File: src/rtl/ysyx_23060208_axi_rd_master_if.sv
// AXI4 read-address and read-data channel bundle between the load initiator and the crossbar.
interface ysyx_23060208_axi_rd_master_if #(
    parameter int DATA_WIDTH = 32
);
    logic [DATA_WIDTH-1:0]   axi_araddr;
    logic                    axi_arvalid;
    logic [3:0]              axi_arid;
    logic [7:0]              axi_arlen;
    logic [2:0]              axi_arsize;
    logic [1:0]              axi_arburst;
    logic                    axi_arready;
    logic                    axi_rvalid;
    logic [2*DATA_WIDTH-1:0] axi_rdata;
    logic [1:0]              axi_rresp;
    logic                    axi_rlast;
    logic [3:0]              axi_rid;
    logic                    axi_rready;

    modport master (
        output axi_araddr, axi_arvalid, axi_arid, axi_arlen, axi_arsize, axi_arburst,
        input  axi_arready,
        input  axi_rvalid, axi_rdata, axi_rresp, axi_rlast, axi_rid,
        output axi_rready
    );

    modport slave (
        input  axi_araddr, axi_arvalid, axi_arid, axi_arlen, axi_arsize, axi_arburst,
        output axi_arready,
        output axi_rvalid, axi_rdata, axi_rresp, axi_rlast, axi_rid,
        input  axi_rready
    );
endinterface

File: src/rtl/ysyx_23060208_axi_rd_master.sv
// Single-outstanding AXI4 read initiator: one load request becomes one single-beat AR/R transaction.
// Optional watchdog enabled by defining YSYX_23060208_AXI_RD_TIMEOUT_EN.
//
// state  | meaning
// IDLE   | req_ready high, waiting for a load request
// AR     | arvalid high, waiting for arready
// R      | rready high, waiting for the read beat
// RESP   | resp_valid high, waiting for the core to take it
module ysyx_23060208_axi_rd_master #(
    parameter int         DATA_WIDTH = 32,
    parameter logic [3:0] AXI_ID     = 4'd0,
    parameter int         TIMEOUT    = 255
) (
    input  logic                  clock,
    input  logic                  reset,
    input  logic                  req_valid,
    input  logic [DATA_WIDTH-1:0] req_addr,
    input  logic [2:0]            req_size,
    output logic                  req_ready,
    output logic                  resp_valid,
    output logic [DATA_WIDTH-1:0] resp_data,
    output logic                  resp_err,
    input  logic                  resp_ready,
    ysyx_23060208_axi_rd_master_if.master axi
);

    localparam logic [1:0] S_IDLE = 2'd0;
    localparam logic [1:0] S_AR   = 2'd1;
    localparam logic [1:0] S_R    = 2'd2;
    localparam logic [1:0] S_RESP = 2'd3;

    logic [1:0]            state_q, state_d;
    logic                  req_ready_q, req_ready_d;
    logic                  resp_valid_q, resp_valid_d;
    logic [DATA_WIDTH-1:0] resp_data_q, resp_data_d;
    logic                  resp_err_q, resp_err_d;
    logic                  arvalid_q, arvalid_d;
    logic [DATA_WIDTH-1:0] araddr_q, araddr_d;
    logic [2:0]            arsize_q, arsize_d;
    logic                  rready_q, rready_d;

    logic [DATA_WIDTH-1:0] lane;
    logic [DATA_WIDTH-1:0] shifted;
    logic [DATA_WIDTH-1:0] extracted;
    logic [2:0]            size_clamped;

    // araddr/arsize double as the latched request for data extraction
    always_comb begin
        lane    = araddr_q[2] ? axi.axi_rdata[2*DATA_WIDTH-1:DATA_WIDTH]
                              : axi.axi_rdata[DATA_WIDTH-1:0];
        shifted = lane >> {araddr_q[1:0], 3'b000};
        case (arsize_q)
            3'd0:    extracted = {{(DATA_WIDTH-8){1'b0}}, shifted[7:0]};
            3'd1:    extracted = {{(DATA_WIDTH-16){1'b0}}, shifted[15:0]};
            default: extracted = shifted;
        endcase
        size_clamped = (req_size > 3'd2) ? 3'd2 : req_size;
    end

`ifdef YSYX_23060208_AXI_RD_TIMEOUT_EN
    localparam int CW = 16;
    logic [CW-1:0] tmo_cnt_q, tmo_cnt_d;
`else
    wire unused_timeout = ^TIMEOUT;
`endif

    always_comb begin
        state_d      = state_q;
        req_ready_d  = req_ready_q;
        resp_valid_d = resp_valid_q;
        resp_data_d  = resp_data_q;
        resp_err_d   = resp_err_q;
        arvalid_d    = arvalid_q;
        araddr_d     = araddr_q;
        arsize_d     = arsize_q;
        rready_d     = rready_q;
`ifdef YSYX_23060208_AXI_RD_TIMEOUT_EN
        tmo_cnt_d    = tmo_cnt_q;
`endif
        case (state_q)
            S_IDLE: begin
                req_ready_d = 1'b1;
                if (req_valid && req_ready_q) begin
                    araddr_d    = req_addr;
                    arsize_d    = size_clamped;
                    req_ready_d = 1'b0;
                    arvalid_d   = 1'b1;
                    state_d     = S_AR;
`ifdef YSYX_23060208_AXI_RD_TIMEOUT_EN
                    tmo_cnt_d   = '0;
`endif
                end
            end
            S_AR: begin
                if (arvalid_q && axi.axi_arready) begin
                    arvalid_d = 1'b0;
                    rready_d  = 1'b1;
                    state_d   = S_R;
                end
            end
            S_R: begin
                if (rready_q && axi.axi_rvalid) begin
                    rready_d     = 1'b0;
                    resp_data_d  = extracted;
                    resp_err_d   = (axi.axi_rresp != 2'b00) || (axi.axi_rid != AXI_ID) ||
                                   !axi.axi_rlast;
                    resp_valid_d = 1'b1;
                    state_d      = S_RESP;
                end
            end
            S_RESP: begin
                if (resp_valid_q && resp_ready) begin
                    resp_valid_d = 1'b0;
                    req_ready_d  = 1'b1;
                    state_d      = S_IDLE;
                end
            end
            default: state_d = S_IDLE;
        endcase
`ifdef YSYX_23060208_AXI_RD_TIMEOUT_EN
        // A beat landing on the expiry cycle wins; otherwise abandon the transaction.
        if (state_q == S_AR || state_q == S_R) begin
            tmo_cnt_d = tmo_cnt_q + 1'b1;
            if (tmo_cnt_d == CW'(TIMEOUT) && (state_d == S_AR || state_d == S_R)) begin
                arvalid_d    = 1'b0;
                rready_d     = 1'b0;
                resp_valid_d = 1'b1;
                resp_err_d   = 1'b1;
                resp_data_d  = '0;
                state_d      = S_RESP;
            end
        end
`endif
    end

    always_ff @(posedge clock) begin
        if (!reset) begin
            state_q      <= S_IDLE;
            req_ready_q  <= 1'b0;
            resp_valid_q <= 1'b0;
            resp_data_q  <= '0;
            resp_err_q   <= 1'b0;
            arvalid_q    <= 1'b0;
            araddr_q     <= '0;
            arsize_q     <= 3'd0;
            rready_q     <= 1'b0;
`ifdef YSYX_23060208_AXI_RD_TIMEOUT_EN
            tmo_cnt_q    <= '0;
`endif
        end else begin
            state_q      <= state_d;
            req_ready_q  <= req_ready_d;
            resp_valid_q <= resp_valid_d;
            resp_data_q  <= resp_data_d;
            resp_err_q   <= resp_err_d;
            arvalid_q    <= arvalid_d;
            araddr_q     <= araddr_d;
            arsize_q     <= arsize_d;
            rready_q     <= rready_d;
`ifdef YSYX_23060208_AXI_RD_TIMEOUT_EN
            tmo_cnt_q    <= tmo_cnt_d;
`endif
        end
    end

    assign req_ready       = req_ready_q;
    assign resp_valid      = resp_valid_q;
    assign resp_data       = resp_data_q;
    assign resp_err        = resp_err_q;
    assign axi.axi_araddr  = araddr_q;
    assign axi.axi_arvalid = arvalid_q;
    assign axi.axi_arid    = AXI_ID;
    assign axi.axi_arlen   = 8'd0;
    assign axi.axi_arsize  = arsize_q;
    assign axi.axi_arburst = 2'b01;
    assign axi.axi_rready  = rready_q;

endmodule

File: src/flat_wrapper.sv
// flat-port wrapper written by rule: the top's interface ports become plain ports
module ysyx_23060208_axi_rd_master_flat 
#(
    parameter int         DATA_WIDTH = 32,
    parameter logic [3:0] AXI_ID     = 4'd0,
    parameter int         TIMEOUT    = 255
)
  (clock, reset, req_valid, req_addr, req_size, req_ready, resp_valid, resp_data, resp_err, resp_ready, axi_axi_araddr, axi_axi_arvalid, axi_axi_arid, axi_axi_arlen, axi_axi_arsize, axi_axi_arburst, axi_axi_arready, axi_axi_rvalid, axi_axi_rdata, axi_axi_rresp, axi_axi_rlast, axi_axi_rid, axi_axi_rready);
  ysyx_23060208_axi_rd_master_if #(.DATA_WIDTH(DATA_WIDTH)) axi_i ();
  input  logic clock;
  input  logic reset;
  input  logic req_valid;
  input  logic [DATA_WIDTH-1:0] req_addr;
  input  logic [2:0] req_size;
  output logic req_ready;
  output logic resp_valid;
  output logic [DATA_WIDTH-1:0] resp_data;
  output logic resp_err;
  input  logic resp_ready;
  output wire logic [$bits(axi_i.axi_araddr)-1:0] axi_axi_araddr;
  output wire logic [$bits(axi_i.axi_arvalid)-1:0] axi_axi_arvalid;
  output wire logic [$bits(axi_i.axi_arid)-1:0] axi_axi_arid;
  output wire logic [$bits(axi_i.axi_arlen)-1:0] axi_axi_arlen;
  output wire logic [$bits(axi_i.axi_arsize)-1:0] axi_axi_arsize;
  output wire logic [$bits(axi_i.axi_arburst)-1:0] axi_axi_arburst;
  input wire logic [$bits(axi_i.axi_arready)-1:0] axi_axi_arready;
  input wire logic [$bits(axi_i.axi_rvalid)-1:0] axi_axi_rvalid;
  input wire logic [$bits(axi_i.axi_rdata)-1:0] axi_axi_rdata;
  input wire logic [$bits(axi_i.axi_rresp)-1:0] axi_axi_rresp;
  input wire logic [$bits(axi_i.axi_rlast)-1:0] axi_axi_rlast;
  input wire logic [$bits(axi_i.axi_rid)-1:0] axi_axi_rid;
  output wire logic [$bits(axi_i.axi_rready)-1:0] axi_axi_rready;
  assign axi_axi_araddr = axi_i.axi_araddr;
  assign axi_axi_arvalid = axi_i.axi_arvalid;
  assign axi_axi_arid = axi_i.axi_arid;
  assign axi_axi_arlen = axi_i.axi_arlen;
  assign axi_axi_arsize = axi_i.axi_arsize;
  assign axi_axi_arburst = axi_i.axi_arburst;
  assign axi_i.axi_arready = axi_axi_arready;
  assign axi_i.axi_rvalid = axi_axi_rvalid;
  assign axi_i.axi_rdata = axi_axi_rdata;
  assign axi_i.axi_rresp = axi_axi_rresp;
  assign axi_i.axi_rlast = axi_axi_rlast;
  assign axi_i.axi_rid = axi_axi_rid;
  assign axi_axi_rready = axi_i.axi_rready;
  ysyx_23060208_axi_rd_master #(.DATA_WIDTH(DATA_WIDTH), .AXI_ID(AXI_ID), .TIMEOUT(TIMEOUT)) u_core (.clock(clock), .reset(reset), .req_valid(req_valid), .req_addr(req_addr), .req_size(req_size), .req_ready(req_ready), .resp_valid(resp_valid), .resp_data(resp_data), .resp_err(resp_err), .resp_ready(resp_ready), .axi(axi_i));
endmodule
File: config.mk
export PLATFORM = sky130hd
export DESIGN_NAME = ysyx_23060208_axi_rd_master_flat
export DESIGN_NICKNAME = d
export VERILOG_FILES = /design/src/rtl/ysyx_23060208_axi_rd_master_if.sv /design/src/rtl/ysyx_23060208_axi_rd_master.sv /design/src/flat_wrapper.sv
export SDC_FILE = /design/constraint.sdc
export NUM_CORES = 1
export LEC_CHECK = 0
export CAP_MARGIN = 25
export CORE_ASPECT_RATIO = 0.8
export CORE_UTILIZATION = 39
export CTS_CLUSTER_SIZE = 25
export DETAILED_ROUTE_END_ITERATION = 7
export PLACE_DENSITY_LB_ADDON = 0.25
export SLEW_MARGIN = 20
export SYNTH_ARGS = -nofsm -noshare
export SYNTH_HDL_FRONTEND = slang
export SYNTH_SLANG_ARGS = --single-unit
export TNS_END_PERCENT = 100
File: constraint.sdc
create_clock -name clock -period 3.6 [get_ports clock]
set_input_delay 0.36 -clock clock [delete_from_list [all_inputs] [get_ports clock]]
set_output_delay 0.36 -clock clock [all_outputs]
set_load 0.005 [all_outputs]
==> flow_summary.ini <==
[clock_tree]
numCtsBuffers = 9
postCtsSetupBuffers = 0
worstSkewPairLatency_ps = 330
cts-resized-gates = 0
cts_max_level = 3
cts_root_buf = clkbuf_16
clkTransAtPathRegs_ps = 50
cts_tree = built
holdBufCountCts = 0
clkSinkCount = 74
cts.path.max_buffers = 2

[synth]
synth_area_leaders = dfxtp_1, mux4_2, nand2_1, a21boi_0, nor2b_1
synth_warnings = 0
yosysMostFrequentCell = dfxtp_1
yosysTopAreaCell = dfxtp_1
synth.cell_area_um2 = 3810
synth-edff-count = 0
post_synth_num_cell_types = 41
synthTopCellsByCount = dfxtp_1, nand2_1, a21boi_0
postSynthAreaPerCell_um2 = 9.30
async_flop_share_pct = 0
synth-seq-cells = 74
yosysTopAreaCellShare_pct = 38.9
yosysSeqAreaShare_pct = 38.9
synth_cells = 410
synth_flop_cell = dfxtp_1

[global_route]
grt_pass1_wl_mm = 18.1
antenna_found_initial = 0
grt_pass1_vias = 3491
grtUsageMet2_pct = 36.3
use_met3_pct = 7.32
grt_max_degree = 75
grt.overflow.total = 0
grt_usage_pct = 22.9
grt_use_met1_pct = 29.7
grt.busiest_layer = met2

[drt]
drt-initial-drc-count = 257
routedWlPerCell_um = 16.6
dr_total_vias = 3653
detail-route-antenna-nets = 0
wl_mm = 11.6
drc = 0
first_pass_iters = 4
via_per_inst = 5.24

[timing]
drv_slew = 0
fin_crit_sh_pct = 62.5
setup_tns_ps = 0
slew_headroom_pct = 40.6
fin_ws_ps = 1350
grt_setup_unrepaired = no
finalSetupViolations = 0
hold_viol = 0
timing.fmax_mhz = 445
fin_skew_ps = 9.42
tightest_slew_ps = 889
min_period_ps = 2250

[finish]
n_antenna_cell = 0
area_delta_synth_final_pct = 55.6
final_nets = 695
fillCellCount = 796
fin_util_pct = 64.0
layout.cells.non_filler = 697
post_route_cells_drive_above_1_share_pct = 7.39

[worst_setup_path]
critPathKind = flop to output port
cpPeakStageDelay_ps = 900
path_max_fanout = 19
cp_num_buf_inv = 1
endpoint_kind = output port
crit_path_start_kind = flop
crit_path_cell_trace = clkdlybuf4s50_1
critPathSlowestCell = dfxtp_1
required_ps = 3240
worstPathArrival_ps = 1890
path_delay_family = flip-flops

[power]
irDropWorstVdd_mv = 0.363
p_leak_nw = 2.08
power.density_nw_per_um2 = 463

[placement]
place_congestion = 0.774
port_buffers = 183
hpwl_mm = 8.51
dp_cells = 681
place_ws_ps = 1280

[floorplanning]
initial_core_util_pct = 41.1
fp.dieW_um = 113
die_height_um = 90.4
dieArea_um2 = 10200
rows = 31
top_level_ports = 198
core-area_um2 = 9270

[flow_run]
maxCapViolCount = 0

[min_path]
worstHoldPathType = flop to flop

[outcome]
outcome = finished, final reports clean
-- sequential cells by signal, indices dropped and copies added (netlist names) --
register                flops
u_core.axi.axi_arsize       3
u_core.req_ready            1
u_core.axi.axi_arvalid      1
u_core.state_q              2
u_core.resp_valid           1
u_core.axi.axi_araddr      32
u_core.resp_data           32
u_core.axi.axi_rready       1
u_core.resp_err             1
-- layout by cell type (no fill, tap or decap), drive strengths merged, types with 6 or more instances in the layout --
master	instances
clkdlybuf4s50	182
dfxtp	74
nand2	73
a21boi	39
nor2b	31
a22oi	17
mux2i	16
nor2	15
mux4	14
conb	14
clkbuf	12
o21ai	10
a211oi	10
inv	8
o22ai	8
and2	6
-- metrics by stage --
stage / hold slack, ps / area (µm²) / power (mW)
after floorplan: 460 / 3860 / 1.50
after global routing: 491 / 5930 / 2.89
final: 460 / 5930 / 2.74
after detailed placement: 461 / 5620 / 1.88
after global placement: 454 / 5620 / 1.86
after CTS: 468 / 5910 / 2.76
-- path summary, 6_finish.rpt --
path | from | end | slack, ps | cells after the start
hold / removal | u_core.axi.axi_araddr[10] | u_core.axi.axi_araddr[10] | 460 | 2
setup reg to reg | u_core.state_q[0] | u_core.resp_data[29] | 1450 | 6
hold reg to reg | u_core.axi.axi_araddr[10] | u_core.axi.axi_araddr[10] | 460 | 2
setup / recovery | u_core.axi.axi_araddr[1] | axi_axi_araddr[1] | 1350 | 1
-- where the power goes --
group          switching [mW]  leakage [nW]  internal, mW
Combinational           0.388          1.34         0.480
Clock                   0.324         0.142         0.549
Sequential             0.0928         0.600         0.909
Total                   0.805          2.08          1.94
-- cell families (layout without fill, tap and decap cells) --
kind of cell	Yosys count	after routing	share of synthesized area, %
AOI/OAI and AO/OA	105	105	20.7
other	2	14	0.197
DFF	74	74	38.9
buffers and inverters	50	210	6.83
and+or+nand+nor	141	141	18.4
adders and majority gates	5	5	1.64
muxes	33	33	13.4
-- worst register-to-register path: stages (launching register included) --
cell and delay [ps]:
dfxtp_1 340, inv_1 120, ha_1 360, nand3_4 370, nor4_4 610, a22oi_1 140, nor2b_1 160
-- layout make-up --
cell class / instances / area (µm²) / area share [%]
multi-input cells: 298 / 2120 / 35.7
repair buffers: 187 / 1870 / 31.6
flip-flops and latches: 74 / 1480 / 25.0
clock buffers: 12 / 246 / 4.16
well taps: 115 / 144 / 2.43
clock inverters: 3 / 40.0 / 0.675
inverters: 8 / 30.0 / 0.506
-- layer usage --
| layer | up-vias | wire length (µm) |
|---|---|---|
| li1 | 1756 | - |
| met1 | 1744 | 5060 |
| met2 | 136 | 5430 |
| met3 | 17 | 890 |
| met4 | 0 | 181 |
| met5 | - | 0 |
Power figures use the tool's default switching activity.
